--- src/rtl/ex_issue_unit_if.sv ---
// Issue-stage bus: fetch-side instruction handshake, writeback port and the ID/EX
// operand/control bundle. The master drives requests, the issue unit is the slave.
interface ex_issue_unit_if #(
  parameter int DW = 32,
  parameter int AW = 5
);
  logic [31:0]   instr;
  logic          in_valid;
  logic          in_ready;
  logic          wb_en;
  logic [AW-1:0] wb_addr;
  logic [DW-1:0] wb_data;
  logic [DW-1:0] aluSrcA;
  logic [DW-1:0] aluSrcB;
  logic [1:0]    ctrl;
  logic          ex_valid;
  logic          ex_ready;
  logic [AW-1:0] ex_rd;
  logic          ex_regwrite;
  logic [DW-1:0] ex_brOff;
  logic          illegal;

  modport master (
    output instr, in_valid, wb_en, wb_addr, wb_data, ex_ready,
    input  in_ready, aluSrcA, aluSrcB, ctrl, ex_valid, ex_rd, ex_regwrite, ex_brOff, illegal
  );

  modport slave (
    input  instr, in_valid, wb_en, wb_addr, wb_data, ex_ready,
    output in_ready, aluSrcA, aluSrcB, ctrl, ex_valid, ex_rd, ex_regwrite, ex_brOff, illegal
  );
endinterface

--- src/rtl/ex_issue_unit.sv ---
// Decode/issue stage: register file with pending-write scoreboard, hazard stall,
// write-through bypass from the writeback port, and a registered ID/EX output.
module ex_issue_unit #(
  parameter int DW   = 32,
  parameter int NREG = 32,
  localparam int AW  = $clog2(NREG)
) (
  input logic            clk,
  input logic            rst,
  ex_issue_unit_if.slave bus
);
  localparam logic [5:0] OP_RTYPE = 6'h00;
  localparam logic [5:0] OP_ADDI  = 6'h08;
  localparam logic [5:0] OP_BEQ   = 6'h04;
  localparam logic [5:0] OP_BNE   = 6'h05;
  localparam logic [5:0] FN_ADD   = 6'h20;
  localparam logic [5:0] FN_SUB   = 6'h22;

  localparam logic [1:0] CTRL_ADD = 2'b00;
  localparam logic [1:0] CTRL_SUB = 2'b01;
  localparam logic [1:0] CTRL_BEQ = 2'b10;
  localparam logic [1:0] CTRL_BNE = 2'b11;

  logic [5:0]    op;
  logic [5:0]    funct;
  logic [AW-1:0] rs;
  logic [AW-1:0] rt;
  logic [AW-1:0] rd_field;
  logic [15:0]   imm;

  assign op       = bus.instr[31:26];
  assign funct    = bus.instr[5:0];
  assign rs       = bus.instr[21 +: AW];
  assign rt       = bus.instr[16 +: AW];
  assign rd_field = bus.instr[11 +: AW];
  assign imm      = bus.instr[15:0];

  logic is_add, is_sub, is_addi, is_beq, is_bne;
  logic legal, use_rt;

  assign is_add  = (op == OP_RTYPE) && (funct == FN_ADD);
  assign is_sub  = (op == OP_RTYPE) && (funct == FN_SUB);
  assign is_addi = (op == OP_ADDI);
  assign is_beq  = (op == OP_BEQ);
  assign is_bne  = (op == OP_BNE);
  assign legal   = is_add || is_sub || is_addi || is_beq || is_bne;
  assign use_rt  = is_add || is_sub || is_beq || is_bne;

  logic [DW-1:0] imm_sext;
  logic [DW-1:0] br_off;
  assign imm_sext = {{(DW-16){imm[15]}}, imm};
  assign br_off   = {{(DW-18){imm[15]}}, imm, 2'b00};

  logic [1:0]    dec_ctrl;
  logic [AW-1:0] dec_rd;
  logic          dec_rw;

  always_comb begin
    dec_ctrl = CTRL_ADD;
    dec_rd   = '0;
    dec_rw   = 1'b0;
    if (is_add || is_sub) begin
      dec_ctrl = is_sub ? CTRL_SUB : CTRL_ADD;
      dec_rd   = rd_field;
      dec_rw   = 1'b1;
    end else if (is_addi) begin
      dec_rd   = rt;
      dec_rw   = 1'b1;
    end else if (is_beq) begin
      dec_ctrl = CTRL_BEQ;
    end else if (is_bne) begin
      dec_ctrl = CTRL_BNE;
    end
  end

  logic [DW-1:0]   rf_rd [NREG];
  logic [NREG-1:0] sb_vec;
  logic [NREG-1:0] wb_hit;
  logic [NREG-1:0] sb_set;
  logic [NREG-1:0] pend;
  logic            set_en;

  // Entry 0 is a constant: never written, never pending, never bypassed.
  genvar gi;
  generate
    for (gi = 0; gi < NREG; gi++) begin : g_reg
      if (gi == 0) begin : g_zero
        assign rf_rd[gi]  = '0;
        assign sb_vec[gi] = 1'b0;
        assign wb_hit[gi] = 1'b0;
        assign sb_set[gi] = 1'b0;
      end else begin : g_live
        logic [DW-1:0] data_q;
        logic          busy_q;

        assign wb_hit[gi] = bus.wb_en && (bus.wb_addr == AW'(gi));
        assign sb_set[gi] = set_en && (dec_rd == AW'(gi));

        always_ff @(posedge clk or posedge rst) begin
          if (rst) begin
            data_q <= '0;
            busy_q <= 1'b0;
          end else begin
            if (wb_hit[gi]) data_q <= bus.wb_data;
            if (sb_set[gi]) busy_q <= 1'b1;
            else if (wb_hit[gi]) busy_q <= 1'b0;
          end
        end

        assign rf_rd[gi]  = data_q;
        assign sb_vec[gi] = busy_q;
      end
      assign pend[gi] = sb_vec[gi] && !wb_hit[gi];
    end
  endgenerate

  logic [DW-1:0] rs_val;
  logic [DW-1:0] rt_val;
  assign rs_val = wb_hit[rs] ? bus.wb_data : rf_rd[rs];
  assign rt_val = wb_hit[rt] ? bus.wb_data : rf_rd[rt];

  logic hazard, in_ready, xfer;
  assign hazard   = legal && (pend[rs] || (use_rt && pend[rt]) || ((dec_rd != '0) && pend[dec_rd]));
  assign in_ready = (!bus.ex_valid || bus.ex_ready) && !hazard;
  assign xfer     = bus.in_valid && in_ready;
  assign set_en   = xfer && legal && dec_rw && (dec_rd != '0);

  logic          ex_valid_q;
  logic [DW-1:0] src_a_q;
  logic [DW-1:0] src_b_q;
  logic [1:0]    ctrl_q;
  logic [AW-1:0] rd_q;
  logic          rw_q;
  logic [DW-1:0] br_q;
  logic          illegal_q;

  // Data fields only move on a legal transfer, so a stall or an empty slot holds them.
  always_ff @(posedge clk or posedge rst) begin
    if (rst) begin
      ex_valid_q <= 1'b0;
      src_a_q    <= '0;
      src_b_q    <= '0;
      ctrl_q     <= CTRL_ADD;
      rd_q       <= '0;
      rw_q       <= 1'b0;
      br_q       <= '0;
      illegal_q  <= 1'b0;
    end else begin
      illegal_q <= xfer && !legal;
      if (xfer && legal) begin
        ex_valid_q <= 1'b1;
        src_a_q    <= rs_val;
        src_b_q    <= is_addi ? imm_sext : rt_val;
        ctrl_q     <= dec_ctrl;
        rd_q       <= dec_rd;
        rw_q       <= dec_rw;
        br_q       <= (is_beq || is_bne) ? br_off : '0;
      end else if (bus.ex_ready) begin
        ex_valid_q <= 1'b0;
      end
    end
  end

  assign bus.in_ready    = in_ready;
  assign bus.ex_valid    = ex_valid_q;
  assign bus.aluSrcA     = src_a_q;
  assign bus.aluSrcB     = src_b_q;
  assign bus.ctrl        = ctrl_q;
  assign bus.ex_rd       = rd_q;
  assign bus.ex_regwrite = rw_q;
  assign bus.ex_brOff    = br_q;
  assign bus.illegal     = illegal_q;
endmodule

--- src/flat_wrapper.sv ---
// flat-port wrapper written by rule: the top's interface ports become plain ports
module ex_issue_unit_flat 
#(
  parameter int DW   = 32,
  parameter int NREG = 32,
  localparam int AW  = $clog2(NREG)
)
  (clk, rst, bus_instr, bus_in_valid, bus_wb_en, bus_wb_addr, bus_wb_data, bus_ex_ready, bus_in_ready, bus_aluSrcA, bus_aluSrcB, bus_ctrl, bus_ex_valid, bus_ex_rd, bus_ex_regwrite, bus_ex_brOff, bus_illegal);
  ex_issue_unit_if #(.DW(DW)) bus_i ();
  input logic clk;
  input logic rst;
  input wire logic [$bits(bus_i.instr)-1:0] bus_instr;
  input wire logic [$bits(bus_i.in_valid)-1:0] bus_in_valid;
  input wire logic [$bits(bus_i.wb_en)-1:0] bus_wb_en;
  input wire logic [$bits(bus_i.wb_addr)-1:0] bus_wb_addr;
  input wire logic [$bits(bus_i.wb_data)-1:0] bus_wb_data;
  input wire logic [$bits(bus_i.ex_ready)-1:0] bus_ex_ready;
  output wire logic [$bits(bus_i.in_ready)-1:0] bus_in_ready;
  output wire logic [$bits(bus_i.aluSrcA)-1:0] bus_aluSrcA;
  output wire logic [$bits(bus_i.aluSrcB)-1:0] bus_aluSrcB;
  output wire logic [$bits(bus_i.ctrl)-1:0] bus_ctrl;
  output wire logic [$bits(bus_i.ex_valid)-1:0] bus_ex_valid;
  output wire logic [$bits(bus_i.ex_rd)-1:0] bus_ex_rd;
  output wire logic [$bits(bus_i.ex_regwrite)-1:0] bus_ex_regwrite;
  output wire logic [$bits(bus_i.ex_brOff)-1:0] bus_ex_brOff;
  output wire logic [$bits(bus_i.illegal)-1:0] bus_illegal;
  assign bus_i.instr = bus_instr;
  assign bus_i.in_valid = bus_in_valid;
  assign bus_i.wb_en = bus_wb_en;
  assign bus_i.wb_addr = bus_wb_addr;
  assign bus_i.wb_data = bus_wb_data;
  assign bus_i.ex_ready = bus_ex_ready;
  assign bus_in_ready = bus_i.in_ready;
  assign bus_aluSrcA = bus_i.aluSrcA;
  assign bus_aluSrcB = bus_i.aluSrcB;
  assign bus_ctrl = bus_i.ctrl;
  assign bus_ex_valid = bus_i.ex_valid;
  assign bus_ex_rd = bus_i.ex_rd;
  assign bus_ex_regwrite = bus_i.ex_regwrite;
  assign bus_ex_brOff = bus_i.ex_brOff;
  assign bus_illegal = bus_i.illegal;
  ex_issue_unit #(.DW(DW), .NREG(NREG)) u_core (.clk(clk), .rst(rst), .bus(bus_i));
endmodule
--- config.mk ---
export PLATFORM = sky130hd
export DESIGN_NAME = ex_issue_unit_flat
export DESIGN_NICKNAME = d
export VERILOG_FILES = /design/src/rtl/ex_issue_unit_if.sv /design/src/rtl/ex_issue_unit.sv /design/src/flat_wrapper.sv
export SDC_FILE = /design/constraint.sdc
export NUM_CORES = 2
export LEC_CHECK = 0
export BUFFER_PORTS_ARGS = -buffer_cell sky130_fd_sc_hd__buf_4
export CAP_MARGIN = 25
export CORE_UTILIZATION = 30
export DETAILED_ROUTE_END_ITERATION = 10
export PLACE_DENSITY = 0.42
export SLEW_MARGIN = 20
export SYNTH_ARGS = -nofsm -noshare
export SYNTH_HDL_FRONTEND = slang
export SYNTH_SLANG_ARGS = --single-unit
--- constraint.sdc ---
create_clock -name clk -period 121.5 [get_ports clk]
set_input_delay 24.3 -clock clk [delete_from_list [all_inputs] [get_ports clk]]
set_output_delay 24.3 -clock clk [all_outputs]
set_load 0.02 [all_outputs]
==> results.md <==
- Pin count of the biggest net entering global routing: around 140
- Total power: around 0.0011 W
- Final worst setup slack: 69.04 ns
- Hold Fails Final Rpt: 0
- Max H-tree Level: 4
- Commonest non-fill, non-tap cells in the layout: dfrtp_1, mux2_2, mux4_2
- Worst min path class: flip-flop to flip-flop
- Startpoint types: primary input
- Tmin final: between 50 and 60 ns
- GP Congestion: approximately 0.8
- Wirelength per Cell: 30.9 um
- CTS Buf Count: approximately 140
- Slew headroom: 27.9%
- Post-CTS setup buffer count: 0
- CP max-delay cell: buf_4
- Worst Path Arrival: between 20 and 30 ns
- Post-CTS sizing: 0
- Avg Vias per Cell: roughly 5.5
- DRC: 0
- Start of the worst register-to-register path: u_core.g_reg[18].g_live.busy_q$_DFFE_PP0P_
- CTS tree: done
- Antenna Violating Nets Remaining: 0
- Most common cell after layout, fill and taps aside: dfrtp_1
- # IOs: roughly 180
- Period utilization: between 40% and 50%
- VDD IR-drop max: between 0.015 and 0.02 mV
- Status: finished, final reports clean
- Maximum buffer depth of the clock tree: 3
- Clk slew on worst S/H paths: about 0.05 ns
- Sink Count: about 1100
- Post-CTS Hold Fix Bufs: 0
- Grt ovf: 0
- Port buffer count: ~180
- Hold_sp: u_core.bus.aluSrcA[31]$_DFFE_PP0P_
- Fin. max-slew vios: 0
- Critical Path RT: 97.20 ns
- Fin Clk Skew: between 0.03 and 0.04 ns
- Syn. warnings: 0
- Pwr dens: around 17 nW/um^2
- DRT iter0 DRCs: between 2000 and 3000
- Fill cell count: around 19000
- Fmax: between 15 and 20 MHz
- Clock latency on the worst-skew pair: 0.79 ns
- Clock root buffer: clkbuf_16
- Multiplexer area fraction after synthesis: 43.6%
- Number of enable flip-flop cells after synthesis: 0
- Layout cells sized above 1: around 53%
- Placeable Area: about 200000 sq um
- Critical path launch point: bus_instr[21]
- Post-synthesis async set-or-reset flop share: between 90% and 100%
- Flops & latches, synth: about 1100
- Worst stage delay on the critical path: around 0.76 ns
- Total Die Area: 200000 sq um
- Post-Synth Adder-Cell Area: 0%
- Top fanout value on the critical path: between 60 and 70
- Max Cap Viol: 0
- Setup Slack @ Placement: between 60 and 70 ns
- Syn Std Cell Area: about 60000 sq um
- Die W: between 400 and 500 um
- # setup viols final: 0
- Setup tns final: 0 ns
- First-pass GRT wire length: around 300000 um
- Dpl hpwl: ~120000 um
- Most Frequent Cell on Critical Path: buf_4
- Critical Path, Cell by Cell: buf_8 > buf_4 > nor2_1 > nand2_1 > a21oi_1 > a311oi_1 > a221oi_1 > o32ai_2 > o31a_1 > nor2b_1 > buf_4
- Worst-Margin Slew: ~1.1 ns
- Initial Utilization: between 30 and 40%
- DRT Wirelength: ~210000 um
- Initial antenna violation count: 12
- Post-Synth XOR/XNOR Area: 0.118%
- Largest family of logic cells by synthesized area: multiplexers
- Avg Cell Area, Syn: around 15 sq um
- Dominant register cell in the synthesized netlist: dfrtp_1
- Die Span Y: 448 um
- Post-Synthesis Cells: ~4000
- Crit Path Class: primary input to output port
- First drt pass iteration count: 5
- Vias: about 37000
- Total track usage: approximately a fifth
- Worst Setup End Kind: output port
- RSZ-0062 raised after global routing: false
- Netlist cell types: slightly above 80
- Net count, final: approximately 4100
- Number of global-route vias before repair: 38701
- Placement row count: roughly 160
- Synth Area in Simple Gates: 3.05%
- Synth Area in Compound Gates: 3.51%
- Register area share after synthesis: between 40 and 50%
- Leakage: 29.2 nW
- Layout area overhead: 14.2%
- Number of inserted diodes: 0
==> synthesized netlist by cell type, types with 11 or more instances <==
cell	n	area share, %
mux2i_1	103	1.7
dfrtp_1	1113	47
clkbuf_1	277	1.7
buf_2	30	0.25
o21ai_0	138	1.2
nor2b_1	11	0.12
a22o_1	48	0.71
buf_1	99	0.62
buf_4	19	0.24
a21oi_1	47	0.39
mux2_2	1050	20
o21ai_1	12	0.10
nor2_1	66	0.42
mux4_2	576	22
nand2_1	233	1.5
==> report_power, final <==
group          switching (W)  total, W  internal (W)
combinational       0.000101  0.000241      0.000140
clock               0.000168  0.000412      0.000243
sequential         0.0000484  0.000489      0.000441
==> per-layer routing <==
metal	part of all wire (%)	track usage (%)	up-vias
met1	46	30.1	20638
met2	48	33.7	789
met4	2.3	5.12	4
li1	-	-	15423
met3	3.5	2.75	260
met5	0.011	0	-
==> kinds of logic after synthesis <==
kind of cell	count (synthesis)
compound gates	325
xor+xnor	8
buf+inv	438
flops	1113
mux	1742
other cells	1
simple gates	396
==> through the flow <==
stage / cells / hold slack, ns / instance area (sq um) / util [%]
final: 6737 / 0.498 / 68100 / 34.5
after detailed placement: 6493 / 0.487 / 63600 / 32.2
after global placement: 6486 / 0.482 / 63400 / 32.1
after floorplan: 4024 / 0.467 / 59600 / -
after CTS: 6733 / 0.500 / 68000 / 34.5
after global routing: 6737 / 0.519 / 68100 / 34.5
==> path summary, 6_finish.rpt <==
check                                                                end  depth (start not counted)  slack [ns]
max                                                         bus_in_ready                         11       69.04
min                                   u_core.bus.aluSrcA[31]$_DFFE_PP0P_                          1        0.50
max reg2reg                           u_core.bus.aluSrcA[10]$_DFFE_PP0P_                          9      117.75
min reg2reg                           u_core.bus.aluSrcA[31]$_DFFE_PP0P_                          1        0.50
max in group asynchronous     u_core.g_reg[24].g_live.busy_q$_DFFE_PP0P_                          6       94.36
min in group asynchronous  u_core.g_reg[30].g_live.data_q[4]$_DFFE_PP0P_                          2       23.66
==> area by class of cell <==
cell class,instances,area (sq um),share of cell area [%]
Multi-Input combinational cell,2473,30300,44.5
Sequential cell,1113,27900,40.9
Clock buffer,212,4130,6.06
Tap cell,2640,3300,4.85
Timing Repair Buffer,260,2160,3.17
Clock inverter,28,317,0.465
Inverter,11,57.6,0.0846
==> flip-flops by register name, summed over array words and instances (netlist names), 2 cells and up <==
name,cells
u_core.bus.ctrl,2
u_core.g.g_live.busy_q,31
u_core.bus.aluSrcB,32
u_core.g.g_live.data_q,992
u_core.bus.ex_rd,5
u_core.bus.ex_brOff,16
u_core.bus.aluSrcA,32
==> critical path: cells and delay by family <==
kind | cells | cell delay (ns)
AO/OA/AOI/OAI | 5 | 1.70
buffers and inverters | 3 | 1.48
AND/OR/NAND/NOR | 3 | 0.55
No activity file was read; power rests on OpenSTA's default activity.
